`src/rtl/viterbi_pkg.sv`:
```
// Shared definitions for the convolutional encoder and the Viterbi decoder (ACS/TBU).
// Holds code constraint length, trellis state type, default generator polynomials,
// encoder FSM states, puncture masks and the symbol computation helper.
package viterbi_pkg;

    localparam int K          = 4;
    localparam int NUM_STATES = 1 << (K - 1);

    typedef logic [K-2:0] state_t;

    // Taps over the window w = {s[2], s[1], s[0], b}
    localparam logic [K-1:0] G0_DEFAULT = 4'b1011;
    localparam logic [K-1:0] G1_DEFAULT = 4'b1111;

    typedef enum logic [1:0] {
        IDLE,
        SHIFT,
        TAIL
    } enc_fsm_t;

    // Tail length is K-1 symbols; the counter runs from K-2 down to 0
    localparam logic [1:0] TAIL_CNT_INIT = 2'(K - 2);

    localparam logic [1:0] MASK_FULL      = 2'b11;
    localparam logic [1:0] PUNC_MASK_EVEN = 2'b11;
    localparam logic [1:0] PUNC_MASK_ODD  = 2'b01;

    // Returns {sym1, sym0} for trellis state s and input bit b
    function automatic logic [1:0] conv_sym(input state_t s, input logic b,
                                            input logic [K-1:0] g0, input logic [K-1:0] g1);
        logic [K-1:0] w;
        w = {s, b};
        return {^(w & g1), ^(w & g0)};
    endfunction

endpackage

```
`src/rtl/conv_enc_trellis.sv`:
```
// Trellis state holder for the convolutional encoder.
// Ports:
//   clk      clock
//   rst      asynchronous active-low reset
//   i_step   advance the state with i_bit this cycle
//   i_bit    current input bit b
//   i_clear  force state to 0 (end of tail flush); wins over i_step
//   o_sym    {sym1, sym0} for the current state and i_bit (combinational)
module conv_enc_trellis
    import viterbi_pkg::*;
#(
    parameter logic [K-1:0] G0 = G0_DEFAULT,
    parameter logic [K-1:0] G1 = G1_DEFAULT
) (
    input  logic       clk,
    input  logic       rst,
    input  logic       i_step,
    input  logic       i_bit,
    input  logic       i_clear,
    output logic [1:0] o_sym
);

    state_t r_s;

    assign o_sym = conv_sym(r_s, i_bit, G0, G1);

    // Newest bit enters at the LSB, matching decoder state numbering
    always_ff @(posedge clk or negedge rst) begin
        if (!rst) begin
            r_s <= '0;
        end else if (i_clear) begin
            r_s <= '0;
        end else if (i_step) begin
            r_s <= {r_s[K-3:0], i_bit};
        end
    end

endmodule

```
`src/rtl/conv_encoder.sv`:
```
// Rate-1/2, K=4 convolutional encoder with valid/ready byte input and symbol output.
// Bytes are serialised MSB first; after a byte flagged s_last, K-1 zero tail bits
// return the trellis to state 0. Optional rate-2/3 puncturing is enabled by
// defining CONV_ENC_PUNCTURE_EN (otherwise m_mask is constant 2'b11).
// Ports:
//   clk, rst          clock, asynchronous active-low reset
//   s_valid/s_ready   input byte handshake; s_data byte, s_last ends the frame
//   m_valid/m_ready   output symbol handshake
//   m_sym             {sym1, sym0}
//   m_mask            per-bit transmit mask (0 = punctured)
//   m_last            final tail symbol of the frame
module conv_encoder
    import viterbi_pkg::*;
#(
    parameter logic [K-1:0] G0 = G0_DEFAULT,
    parameter logic [K-1:0] G1 = G1_DEFAULT
) (
    input  logic       clk,
    input  logic       rst,
    input  logic       s_valid,
    output logic       s_ready,
    input  logic [7:0] s_data,
    input  logic       s_last,
    output logic       m_valid,
    input  logic       m_ready,
    output logic [1:0] m_sym,
    output logic [1:0] m_mask,
    output logic       m_last
);

    enc_fsm_t   r_state;
    enc_fsm_t   w_state_next;
    logic [7:0] r_byte;
    logic       r_last;
    logic [2:0] r_idx;
    logic [1:0] r_tail_cnt;
    logic       r_m_valid;
    logic [1:0] r_m_sym;
    logic       r_m_last;

    logic       w_adv;
    logic       w_accept;
    logic       w_frame_start;
    logic       w_step;
    logic       w_bit;
    logic       w_clear;
    logic [1:0] w_sym;

    assign w_adv         = !r_m_valid || m_ready;
    assign w_accept      = s_valid && s_ready;
    assign w_frame_start = w_accept && (r_state == IDLE);

    conv_enc_trellis #(
        .G0 (G0),
        .G1 (G1)
    ) u_trellis (
        .clk     (clk),
        .rst     (rst),
        .i_step  (w_step),
        .i_bit   (w_bit),
        .i_clear (w_clear),
        .o_sym   (w_sym)
    );

    // FSM state register
    always_ff @(posedge clk or negedge rst) begin
        if (!rst) begin
            r_state <= IDLE;
        end else begin
            r_state <= w_state_next;
        end
    end

    // FSM next state
    always_comb begin
        w_state_next = r_state;
        unique case (r_state)
            IDLE: begin
                if (w_accept) w_state_next = SHIFT;
            end
            SHIFT: begin
                if (w_adv && (r_idx == 3'd0)) begin
                    if (r_last)       w_state_next = TAIL;
                    else if (s_valid) w_state_next = SHIFT;
                    else              w_state_next = IDLE;
                end
            end
            TAIL: begin
                if (w_adv && (r_tail_cnt == 2'd0)) w_state_next = IDLE;
            end
            default: w_state_next = IDLE;
        endcase
    end

    // FSM outputs; s_ready never depends on s_valid
    always_comb begin
        s_ready = 1'b0;
        w_step  = 1'b0;
        w_bit   = 1'b0;
        w_clear = 1'b0;
        unique case (r_state)
            IDLE: begin
                s_ready = rst;
            end
            SHIFT: begin
                s_ready = rst && w_adv && (r_idx == 3'd0) && !r_last;
                w_step  = w_adv;
                w_bit   = r_byte[r_idx];
            end
            TAIL: begin
                w_step  = w_adv;
                w_clear = w_adv && (r_tail_cnt == 2'd0);
            end
            default: ;
        endcase
    end

    // Byte, bit index and tail counters
    always_ff @(posedge clk or negedge rst) begin
        if (!rst) begin
            r_byte     <= '0;
            r_last     <= 1'b0;
            r_idx      <= '0;
            r_tail_cnt <= '0;
        end else if (w_accept) begin
            r_byte <= s_data;
            r_last <= s_last;
            r_idx  <= 3'd7;
        end else if ((r_state == SHIFT) && w_adv) begin
            r_idx <= r_idx - 3'd1;
            if (r_idx == 3'd0) r_tail_cnt <= TAIL_CNT_INIT;
        end else if ((r_state == TAIL) && w_adv) begin
            r_tail_cnt <= r_tail_cnt - 2'd1;
        end
    end

    // Output registers load only when the current symbol can be replaced
    always_ff @(posedge clk or negedge rst) begin
        if (!rst) begin
            r_m_valid <= 1'b0;
            r_m_sym   <= '0;
            r_m_last  <= 1'b0;
        end else if (w_adv) begin
            unique case (r_state)
                SHIFT: begin
                    r_m_valid <= 1'b1;
                    r_m_sym   <= w_sym;
                    r_m_last  <= 1'b0;
                end
                TAIL: begin
                    r_m_valid <= 1'b1;
                    r_m_sym   <= w_sym;
                    r_m_last  <= (r_tail_cnt == 2'd0);
                end
                default: begin
                    r_m_valid <= 1'b0;
                    r_m_last  <= 1'b0;
                end
            endcase
        end
    end

    assign m_valid = r_m_valid;
    assign m_sym   = r_m_sym;
    assign m_last  = r_m_last;

`ifdef CONV_ENC_PUNCTURE_EN
    // Symbol parity within the frame; restarts only at a new frame
    logic       r_punc_odd;
    logic [1:0] r_m_mask;

    always_ff @(posedge clk or negedge rst) begin
        if (!rst) begin
            r_punc_odd <= 1'b0;
            r_m_mask   <= MASK_FULL;
        end else if (w_frame_start) begin
            r_punc_odd <= 1'b0;
        end else if (w_step) begin
            r_m_mask   <= r_punc_odd ? PUNC_MASK_ODD : PUNC_MASK_EVEN;
            r_punc_odd <= !r_punc_odd;
        end
    end

    assign m_mask = r_m_mask;
`else
    assign m_mask = MASK_FULL;
`endif

endmodule
```
`config.mk`:
```
export PLATFORM = sky130hd
export DESIGN_NAME = conv_encoder
export DESIGN_NICKNAME = d
export VERILOG_FILES = /design/src/rtl/viterbi_pkg.sv /design/src/rtl/conv_enc_trellis.sv /design/src/rtl/conv_encoder.sv
export SDC_FILE = /design/constraint.sdc
export NUM_CORES = 1
export LEC_CHECK = 0
export BUFFER_PORTS_ARGS = -buffer_cell sky130_fd_sc_hd__buf_4
export CORE_UTILIZATION = 59
export CTS_BUF_LIST = sky130_fd_sc_hd__clkbuf_16
export CTS_CLUSTER_DIAMETER = 80
export DETAILED_ROUTE_END_ITERATION = 8
export PLACE_DENSITY = 0.87
export SETUP_SLACK_MARGIN = 0.5
export SLEW_MARGIN = 0
export SYNTH_ARGS = -nofsm -noshare
export SYNTH_HDL_FRONTEND = slang
export SYNTH_SLANG_ARGS = --single-unit
```
`constraint.sdc`:
```
create_clock -name clk -period 3.2 [get_ports clk]
set_clock_uncertainty 0.15 [all_clocks]
set_input_delay 0.64 -clock clk [delete_from_list [all_inputs] [get_ports clk]]
set_output_delay 0.64 -clock clk [all_outputs]
set_load 0.02 [all_outputs]
```
# Yosys cells after proc, flatten, opt, wreduce, memory -nomap -nowiden
# Index checks and enable logic that the tools add are counted.
[word_totals]
register_bits = 23
out_inout_bits = 7
wordCells = 63
[classes]
n_addsub = 2
n_lt_le_gt_ge = 1
eq_ne = 6
muxes = 21
n_bitwise = 1
reduce_logical = 23
[op_table]
columns = ["operator", "count"]
rows = [
  ["$mux W2", 7],
  ["$mux W3", 4],
  ["$logic_and A1 B1 Y1", 8],
  ["$ne A2 B2 Y1 const B", 4],
  ["$reduce_xor A4 Y1", 2],
  ["$mux W1", 7],
  ["$pmux W2 S3", 1],
  ["$reduce_and A3 Y1", 2],
  ["$reduce_bool A2 Y1", 3],
  ["$logic_not A2 Y1", 2],
  ["$lt A3 B4 Y1 const B", 1],
  ["$bmux W1 S3", 1],
  ["$logic_not A3 Y1", 1],
  ["$sub A3 B1 Y3 const B", 1],
  ["$eq A2 B1 Y1 const B", 1],
  ["$eq A2 B2 Y1 const B", 1],
  ["$logic_not A1 Y1", 2],
  ["$pmux W1 S2", 1],
  ["$reduce_and A2 Y1", 1],
  ["$reduce_or A2 Y1", 1],
  ["$sub A2 B1 Y2 const B", 1],
  ["$logic_or A1 B1 Y1", 1],
  ["$not A1 Y1", 1],
]

# Logic depth before layout (Yosys ltp)
[depth]
word_depth = 9
depth_mapped = 7
mapped_depth_nobuf = 6

# Cells and area by module
# A second synthesis with hierarchy kept.
[hier_totals]
hier_cells = 107
area_unflattened_um2 = 1263.7
[by_module_without_submodules]
columns = ["module", "n_inst", "cells_each", "area_each_um2"]
rows = [
  ["conv_encoder", 1, 95, 1099.8],
  ["conv_enc_trellis", 1, 12, 163.9],
]

# Least setup slack after synthesis
# No wires, ideal clock.
[synth_path]
path_type = "register to output"
from = "register r_idx[0]"
to = "output port s_ready"
t_arrival_ps = 1382
required_time_ps = 2410
path_slack_ps = 1028
path_stages_with_launch = 6
path_cell_list = "dfrtp_1 inv_1 ha_1 nor2b_2 a41oi_4 nor2b_1"
[synth_between]
elab_chain_len = 4
[synth_lines]
columns = ["item", "line", "rtl"]
rows = [
  ["start, declared", "conv_encoder.sv:35", "logic [2:0] r_idx;"],
  ["start signal, assigned", "conv_encoder.sv:130", "r_idx <= r_idx - 3'd1;"],
  ["$logic_not A3 Y1", "conv_encoder.sv:106", "s_ready = rst && w_adv && (r_idx == 3'd0) && !r_last;"],
  ["$logic_and A1 B1 Y1 (2 in a row)", "conv_encoder.sv:106", ""],
  ["$pmux W1 S2", "conv_encoder.sv:101", "unique case (r_state)"],
  ["end, declared", "conv_encoder.sv:21", "output logic s_ready,"],
]
# Every way passes these cells.

# Worst setup path after layout
# Ends and elaborated chain as after synthesis.

==> impl_metrics.yaml <==
run_status:
  status: "completed"
yosys:
  syn_area_per_cell_um2: 11.69
  synth_adder_area_share_pct: 5.894
  synthMuxAreaShare_pct: 15.52
  synthArstFlopShare_pct: 100.0
  yosysSeqAreaShare_pct: 45.19
  yosysWarningCount: 0
  synth_top_flop_cell: "dfrtp_1"
  yosys.area_share.xor_xnor_pct: 2.750
  synth_top_family_by_area: "multiplexers"
  synth-seq-cells: 23
  synthSimpleGateAreaFrac_pct: 11.98
  synth.cell_area_mm2: 0.001274
  netlist_instances: 109
  yosys.cell_types.count: 37
  synth-edff-count: 0
  synth_compound_area_share_pct: 13.36
place:
  gp_congestion: 0.7451
  placed_cell_area_mm2: 0.001405
  io_buffers: 17
  dpl.hpwl_um: 1598
  dp.cells: 150
final_layout:
  layout-area-overhead-vs-synth_pct: 16.60
  drive_gt1_share_pct: 31.50
  design_area_mm2: 0.001485
  nets: 147
  stdcell_count: 154
  fillers: 155
  antenna_cells: 0
route:
  drc: 0
  avgRoutedWirePerCell_um: 14.79
  final_antenna_net_count: 0
  drt_iter0_markers: 17
  dr.pass1.iters: 4
  avgViaCountPerCell: 5.760
  wirelength_um: 2277
  dr_total_vias: 887
timing:
  period_share_pct: 79.97
  hold_viol: 0
  setup_violations: 0
  setup-tns-final_ns: 0
  hold_slack_ns: 0.1228
  slew_viol_final: 0
  period_needed_ns: 2.559
  fmax_ghz: 0.3908
  rsz0062_at_grt: "no"
cts:
  clk_latency_ns: 0.26
  clockBufferDepth: 2
  cts_buffers: 3
  path_clk_slew_ns: 0.06
  cts_setup_buffers: 0
  htreeDepth: 1
  cts_tree: "done"
  cts_root_buffer: "clkbuf_16"
  hold_buffers: 0
  clock_sinks: 23
  cts-resized-gates: 0
die:
  dieArea_mm2: 0.002349
  initial_core_util_pct: 63.63
  die_x_um: 48.47
  rows: 16
  io_pins: 20
  core_mm2: 0.002002
  dieHeight_um: 48.47
power_and_ir_drop:
  ir_worst_vdd_mv: 0.6718
  p_total_w: 0.001471
  p_per_area_mw_per_mm2: 990.2
  p_leak_nw: 0.7002
worst_hold_path:
  hold_class: "in -> async"
global_route:
  grt_pass1_wl_um: 3981
  grt.total_usage_pct: 22.80
  grt_max_degree: 27
  grt-ovfl-total: 0
  grt_pass1_vias: 892
  antenna_found_initial: 0
critical_path:
  reg2reg_depth: 5
  cp-start-kind: "register"
  critical_path.endpoint_type: "output port"
  arrival_ns: 1.77
  worst_ep_required_time_ns: 2.41
  critPathKind: "reg -> out"
  crit_path_max_fanout: 5
job:
  cap_violations: 0
synthesized netlist by cell type (2+ instances only):
cell      number  area (um2)
dfrtp_1       23       575.6
mux2_2        11       123.9
nand2_1        9       33.78
inv_1          8       30.03
ha_1           6       75.07
nor2_1         5       18.77
mux2i_1        4       40.04
a22o_1         3       26.28
nand3_1        3       15.01
nor2b_1        3       18.77
o21ai_0        3       15.01
a211o_1        2       17.52
buf_4          2       15.01
nand2b_1       2       12.51
xnor2_1        2       17.52
xor2_1         2       17.52
kinds of logic after synthesis:
| kind of cell | after synthesis |
|---|---|
| buffers and inverters | 12 |
| AO/OA/AOI/OAI | 18 |
| other | 1 |
| flip-flops | 23 |
| multiplexers | 17 |
| adder cells (fa/ha/maj) | 6 |
| AND/OR/NAND/NOR | 28 |
| XOR/XNOR | 4 |
where the power goes:
part           leakage [nW]  internal (W)  switching (W)
Combinational         0.382      0.000329       0.000351
Clock                0.0409      0.000168       0.000103
Sequential            0.277      0.000421      0.0000978
Total                 0.700      0.000918       0.000553
sequential cells by signal (all words and copies together) (netlist names):
name and flops:
r_byte 8, r_idx 3, u_trellis.r_s 3, m_sym 2, r_state 2, r_tail_cnt 2
m_last 1, m_valid 1, r_last 1
path summary, 6_finish.rpt:
kind,to,slack [ns],start
max,s_ready,0.64,r_idx[0]
min in group clk,r_byte[3],0.35,r_byte[3]
max reg2reg,r_byte[5],1.05,r_state[1]
max in group asynchronous,u_trellis.r_s[1],2.54,rst
min,u_trellis.r_s[2],0.12,rst
min reg2reg,r_byte[3],0.35,r_byte[3]
layer usage:
layer  share of wire (%)  GRT usage (%)  vias to the layer above
li1                    -              -                      415
met1                  45          28.39                      435
met5                   0              0                        -
met4                 2.8          12.75                        0
met2                  48          38.03                       30
met3                 4.0          3.459                        7
critical path: stages (launching register included):
cell and delay [ns]:
dfrtp_1 0.45, inv_1 0.12, ha_1 0.21, nor2b_2 0.17
a41oi_4 0.32, nor2b_1 0.08, buf_4 0.16
cell usage in the layout, fill, tap and decap left out, types with 2 or more instances in the layout:
cell / synthesis / layout
a211o_1: 2 / 2
a22o_1: 3 / 3
buf_4: 2 / 17
clkbuf_16: 0 / 3
conb_1: 1 / 2
dfrtp_1: 23 / 23
ha_1: 6 / 6
inv_1: 8 / 8
mux2_2: 11 / 11
mux2i_1: 4 / 4
nand2_1: 9 / 9
nand2b_1: 2 / 2
nand3_1: 3 / 3
nor2_1: 5 / 5
nor2b_1: 3 / 3
o21ai_0: 3 / 3
xnor2_1: 2 / 2
xor2_1: 2 / 2
metrics by stage:
step | setup WS, ns | utilization [%]
after floorplan | 1.028 | -
after global placement | 0.7304 | 70.19
after detailed placement | 0.7087 | 70.19
after CTS | 0.6340 | 74.19
after global routing | 0.5245 | 74.19
final | 0.6410 | 74.19
area by class of cell:
cell class	instances	area [um2]	share of cell area [%]
clock buffers	3	75.07	5.055
clock inverters	1	5.005	0.3370
inverters	8	30.03	2.022
multi-input cells	75	638.1	42.97
flip-flops and latches	23	575.6	38.75
well taps	27	33.78	2.275
repair buffers	17	127.6	8.593
(Power assumes the default switching activity.)
